[src/rtl/mips_mem_pkg.sv]
// rtl/mips_mem_pkg.sv - shared encodings for the MIPS memory stage
package mips_mem_pkg;

  localparam logic [1:0] SZ_BYTE = 2'b00;
  localparam logic [1:0] SZ_HALF = 2'b01;
  localparam logic [1:0] SZ_WORD = 2'b11;

  localparam int M_READ     = 4;
  localparam int M_WRITE    = 3;
  localparam int M_UNSIGNED = 2;

  localparam int WB_REGWRITE = 1;
  localparam int WB_MEMTOREG = 0;

  // Size 2'b10 falls into the word case.
  function automatic logic is_misaligned(input logic [1:0] size, input logic [1:0] lane);
    case (size)
      SZ_BYTE: return 1'b0;
      SZ_HALF: return lane[0];
      default: return |lane;
    endcase
  endfunction

endpackage

[src/rtl/data_memory.sv]
// rtl/data_memory.sv - word array with per-lane write enables, async clear,
// and combinational pipeline and debug read ports
module data_memory #(
  parameter int DATA_WIDTH = 32,
  parameter int MEM_DEPTH  = 32,
  parameter int ADDR_BITS  = $clog2(MEM_DEPTH)
) (
  input  logic                      i_clk,
  input  logic                      i_reset,
  input  logic                      i_we,
  input  logic [ADDR_BITS-1:0]      i_addr,
  input  logic [DATA_WIDTH/8-1:0]   i_be,
  input  logic [DATA_WIDTH-1:0]     i_wdata,
  input  logic [ADDR_BITS-1:0]      i_dbg_addr,
  output logic [DATA_WIDTH-1:0]     o_rdata,
  output logic [DATA_WIDTH-1:0]     o_dbg_data
);

  localparam int LANES = DATA_WIDTH / 8;

  logic [DATA_WIDTH-1:0] r_mem [MEM_DEPTH];

  always_ff @(posedge i_clk or negedge i_reset) begin
    if (!i_reset) begin
      for (int w = 0; w < MEM_DEPTH; w++) begin
        r_mem[w] <= '0;
      end
    end else if (i_we) begin
      for (int l = 0; l < LANES; l++) begin
        if (i_be[l]) begin
          r_mem[i_addr][8*l +: 8] <= i_wdata[8*l +: 8];
        end
      end
    end
  end

  assign o_rdata    = r_mem[i_addr];
  assign o_dbg_data = r_mem[i_dbg_addr];

endmodule

[src/rtl/mem_stage.sv]
// rtl/mem_stage.sv - MIPS memory stage: alignment check, lane steering,
// load extension and the MEM/WB pipeline register
module mem_stage
  import mips_mem_pkg::*;
#(
  parameter int DATA_WIDTH = 32,
  parameter int MEM_DEPTH  = 32,
  parameter int ADDR_BITS  = $clog2(MEM_DEPTH)
) (
  input  logic                  i_clk,
  input  logic                  i_reset,
  input  logic                  i_enable,
  input  logic [DATA_WIDTH-1:0] i_aluresult,
  input  logic [DATA_WIDTH-1:0] i_regB,
  input  logic [4:0]            i_rd_rt,
  input  logic [4:0]            i_m,
  input  logic [1:0]            i_wb,
  input  logic [ADDR_BITS-1:0]  i_dbg_addr,
  output logic [DATA_WIDTH-1:0] o_readdata,
  output logic [DATA_WIDTH-1:0] o_aluresult,
  output logic [4:0]            o_rd_rt,
  output logic [1:0]            o_wb,
  output logic                  o_misaligned,
  output logic [DATA_WIDTH-1:0] o_dbg_data
);

  localparam int LANES = DATA_WIDTH / 8;

  logic [ADDR_BITS-1:0]  w_idx;
  logic [1:0]            w_lane;
  logic [1:0]            w_size;
  logic                  w_read;
  logic                  w_write;
  logic                  w_unsigned;
  logic                  w_mis;
  logic                  w_we;
  logic [LANES-1:0]      w_be;
  logic [DATA_WIDTH-1:0] w_wdata;
  logic [DATA_WIDTH-1:0] w_rdata;
  logic [DATA_WIDTH-1:0] w_load;
  logic [7:0]            w_byte;
  logic [15:0]           w_half;
  logic                  w_unused;

  // Addresses wrap: bits above the word index are deliberately dropped.
  assign w_idx      = i_aluresult[ADDR_BITS+1:2];
  assign w_lane     = i_aluresult[1:0];
  assign w_unused   = ^i_aluresult[DATA_WIDTH-1:ADDR_BITS+2];
  assign w_size     = i_m[1:0];
  assign w_read     = i_m[M_READ];
  assign w_write    = i_m[M_WRITE];
  assign w_unsigned = i_m[M_UNSIGNED];
  assign w_mis      = (w_read | w_write) & is_misaligned(w_size, w_lane);
  assign w_we       = i_enable & w_write & ~w_mis;

  always_comb begin
    w_be    = '1;
    w_wdata = i_regB;
    case (w_size)
      SZ_BYTE: begin
        w_be    = {{(LANES-1){1'b0}}, 1'b1} << w_lane;
        w_wdata = {LANES{i_regB[7:0]}};
      end
      SZ_HALF: begin
        w_be    = w_lane[1] ? 4'b1100 : 4'b0011;
        w_wdata = {(LANES/2){i_regB[15:0]}};
      end
      default: ;
    endcase
  end

  data_memory #(
    .DATA_WIDTH(DATA_WIDTH),
    .MEM_DEPTH (MEM_DEPTH),
    .ADDR_BITS (ADDR_BITS)
  ) u_data_memory (
    .i_clk     (i_clk),
    .i_reset   (i_reset),
    .i_we      (w_we),
    .i_addr    (w_idx),
    .i_be      (w_be),
    .i_wdata   (w_wdata),
    .i_dbg_addr(i_dbg_addr),
    .o_rdata   (w_rdata),
    .o_dbg_data(o_dbg_data)
  );

  // The read port sees the pre-store word, so read+write returns old contents.
  assign w_byte = w_rdata[{w_lane, 3'b000} +: 8];
  assign w_half = w_rdata[{w_lane[1], 4'b0000} +: 16];

  always_comb begin
    w_load = '0;
    if (w_read && !w_mis) begin
      case (w_size)
        SZ_BYTE: w_load = {{(DATA_WIDTH-8){w_byte[7] & ~w_unsigned}}, w_byte};
        SZ_HALF: w_load = {{(DATA_WIDTH-16){w_half[15] & ~w_unsigned}}, w_half};
        default: w_load = w_rdata;
      endcase
    end
  end

  always_ff @(posedge i_clk or negedge i_reset) begin
    if (!i_reset) begin
      o_readdata   <= '0;
      o_aluresult  <= '0;
      o_rd_rt      <= '0;
      o_wb         <= '0;
      o_misaligned <= 1'b0;
    end else if (i_enable) begin
      o_readdata   <= w_load;
      o_aluresult  <= i_aluresult;
      o_rd_rt      <= i_rd_rt;
      o_wb         <= {i_wb[WB_REGWRITE], i_wb[WB_MEMTOREG]};
      o_misaligned <= w_mis | (w_unused & 1'b0);
    end
  end

endmodule
[config.mk]
export PLATFORM = sky130hd
export DESIGN_NAME = mem_stage
export DESIGN_NICKNAME = d
export VERILOG_FILES = /design/src/rtl/mips_mem_pkg.sv /design/src/rtl/data_memory.sv /design/src/rtl/mem_stage.sv
export SDC_FILE = /design/constraint.sdc
export NUM_CORES = 2
export LEC_CHECK = 0
export ABC_AREA = 0
export ABC_CLOCK_PERIOD_IN_PS = 5680
export CORE_MARGIN = 10
export CORE_UTILIZATION = 37
export DETAILED_ROUTE_END_ITERATION = 7
export PLACE_DENSITY = 0.5
export SYNTH_ARGS = -nofsm -noshare
export SYNTH_HDL_FRONTEND = slang
export SYNTH_SLANG_ARGS = --single-unit
export TNS_END_PERCENT = 20
[constraint.sdc]
create_clock -name i_clk -period 5.68 [get_ports i_clk]
set_input_delay 1.42 -clock i_clk [delete_from_list [all_inputs] [get_ports i_clk]]
set_output_delay 1.42 -clock i_clk [all_outputs]
set_load 0.02 [all_outputs]
==> metrics.md <==
| Metric | Value |
|---|---|
| Initial antenna violation count | `4` |
| Clock Path Buffers | `3` |
| Hold path startpoint | `o_misaligned` |
| Synth Cell Area | `56800 µm²` |
| P_leak | `30.0 nW` |
| Count leader, synth | `dfrtp_1` |
| # setup viols final | `0` |
| Overall Global Routing Usage | `26.3%` |
| DR DRC count | `0` |
| Hpwl dp | `147 mm` |
| Row count | `143` |
| Clock transition at path regs | `0.06 ns` |
| Final Max Tran Viols | `0` |
| Initial core utilization | `37.3%` |
| Simple-Gate Fraction of Synth Area | `6.37%` |
| H-tree levels | `4` |
| Total power | `20.8 mW` |
| Detailed router's first-iteration violation count | `4792` |
| Routed vias/inst | `6.06` |
| Max-capacitance violation count | `0` |
| Flops & latches, synth | `1096` |
| Main synth FF type | `dfrtp_1` |
| Vias | `42.2k` |
| Largest family of logic cells by synthesized area | `multiplexers` |
| Crit Path Class | `in2out` |
| Async set or reset register ratio after synthesis | `100%` |
| Hold Buf Count CTS | `0` |
| Most frequent cells after synthesis | `dfrtp_1, nor2_1, mux2_2` |
| Syn Inst Count | `4617` |
| CP Launch Point | `i_dbg_addr[0]` |
| CTS tree | `yes` |
| Setup Fix Bufs, Post-CTS | `0` |
| Post-synthesis cell type count | `54` |
| Startpoint Class | `input pin` |
| Total Nets Final | `4918` |
| IO Count | `188` |
| Worst clock skew | `0.0262 ns` |
| Clock root cell | `clkbuf_16` |
| Rel. slew slack | `13.8%` |
| Die width | `412 µm` |
| Largest net degree at the start of global routing | `122` |
| Fin Hold WS | `0.491 ns` |
| Yosys warns | `0` |
| CP required | `4.26 ns` |
| Post-Synth XOR/XNOR Area | `0%` |
| Top-area cell type share of the netlist area | `48.3%` |
| Final Critical Period | `5.45 ns` |
| Status | `complete, no violations` |
| CP Capture Type | `output port` |
| HP Class | `reg2reg` |
| Die area | `169000 µm²` |
| Tightest Pin Transition | `1.27 ns` |
| Peak Freq | `0.184 GHz` |
| Diode count | `0` |
| Area leader, netlist | `dfrtp_1` |
| Avg Inst Size Synth | `12.3 µm²` |
| Sequential fraction of the synthesis area | `48.3%` |
| Mux contribution to synthesized area | `33.9%` |
| Post-DR wirelength/cell | `32.5 µm` |
| Die Ht | `412 µm` |
| Number of flops mapped to enable cells by yosys | `0` |
| Resize count post-CTS | `0` |
| Final hold viol count | `0` |
| Net Count, Synth | `4701` |
| Synth top area cells | `dfrtp_1, mux4_2, mux2_2, mux2i_1, a21oi_1` |
| Detail Route Antenna Nets | `0` |
| Peak supply drop | `263 µV` |
| Port Buffers | `187` |
| Area of the core | `152000 µm²` |
| Total Wirelength | `227 mm` |
| DRT Pass-1 Iters | `6` |
| RSZ-0062 raised after global routing | `false` |
| Fillers | `13.9k` |
| GPL Wtd Cong | `0.911` |
| Clock sink count | `1096` |
| P&R area growth vs syn | `17.9%` |
| Crit share post-route | `95.9%` |
| Post-Synth Adder-Cell Area | `0%` |
| Share of cells above drive strength 1 | `29.8%` |
| Worst-Skew Late Latency | `0.79 ns` |
| Fin Setup TNS | `0 ns` |
| Post-synthesis compound-gate area fraction | `8.39%` |
| Pwr/cell area | `310 nW/µm²` |
| Worst EP arrival | `4.03 ns` |
| Num CTS Buffers | `134` |
| First-pass GRT wire length | `323 mm` |
| Global route overflow | `0` |
| Vias in the first global route | `42.0k` |
| Max FO, Critical Path | `24` |
| RR Startpoint | `u_data_memory.r_mem[447]` |
state kept, by name, indices dropped and copies added (netlist names):
register	flops
o_readdata	32
o_rd_rt	5
u_data_memory.r_mem	1024
o_misaligned	1
o_aluresult	32
o_wb	2
final timing paths:
check / endpoint / slack, ns / depth (start not counted)
max: o_dbg_data[24] / 0.23 / 7
min: o_misaligned / 0.49 / 1
max reg2reg: o_readdata[22] / 2.83 / 7
min reg2reg: o_misaligned / 0.49 / 1
max in group asynchronous: u_data_memory.r_mem[620] / 3.66 / 2
min in group asynchronous: u_data_memory.r_mem[90] / 0.73 / 1
metal layers:
metal	wire length [µm]	GRT usage (%)	up-vias
met5	117	0.396	-
met2	96400	37.7	1969
met3	22200	8.13	447
met4	10200	10.9	6
met1	97800	36.6	22100
li1	-	-	17700
final cells by class:
cell class                 instances  area (µm²)  share of cell area [%]
multi-input combinational       3125       27900                    41.7
timing repair buffer             474        4590                    6.86
inverter                           3        11.3                  0.0168
clock buffer                     189        3920                    5.85
sequential                      1096       27400                    41.0
clock inverter                    46         531                   0.793
tap                             2030        2540                    3.80
stage by stage:
stage               instances  worst slack, ns  area, µm²  util [%]
floorplan                4617            0.585      56800         -
detailed placement       6728            0.242      62500      41.0
finish                   6963            0.235      66900      43.9
CTS                      6963            0.237      66900      43.9
global route             6963            0.175      66900      43.9
global placement         6728            0.245      62500      41.0
cells in the final DEF, fill, tap and decap left out, types with 3 or more instances in the layout:
cell,count
nor2_2,35
nand4bb_4,6
buf_2,4
mux2i_4,15
bufinv_16,9
buf_12,45
clkbuf_8,27
nor2_1,617
clkinv_2,23
or4b_2,4
nor4_1,58
o22ai_1,255
mux2i_1,520
a222oi_1,7
mux2_2,558
o21ai_1,9
a22oi_1,14
clkinv_8,3
clkdlybuf4s50_1,177
a221o_1,16
nand4_1,4
nand4b_1,4
o21ai_2,8
or2_1,5
o21ai_0,6
inv_6,8
nand2_1,69
mux2_1,32
clkbuf_1,24
dfrtp_1,1096
buf_4,243
nor2b_1,3
buf_8,4
a21oi_1,521
clkbuf_16,138
mux4_2,320
nor4_2,6
nand3_1,6
worst max-delay path, cell delays in order:
cell,delay (ns)
buf_8,0.13
buf_12,0.24
buf_12,0.27
mux4_2,0.53
mux4_2,0.48
mux2_2,0.33
clkdlybuf4s50_1,0.57
kinds of logic after synthesis:
kind of cell / after synthesis
mux: 1446
flops: 1096
compound gates: 847
simple gates: 832
buf+inv: 396
power breakdown:
group / internal [mW] / leakage [nW] / switching [mW]
clock network: 5.21 / 2.20 / 3.56
registers: 8.48 / 14.9 / 0.570
logic: 1.37 / 12.9 / 1.57
total: 15.1 / 30.0 / 5.71
(Power assumes the default switching activity.)
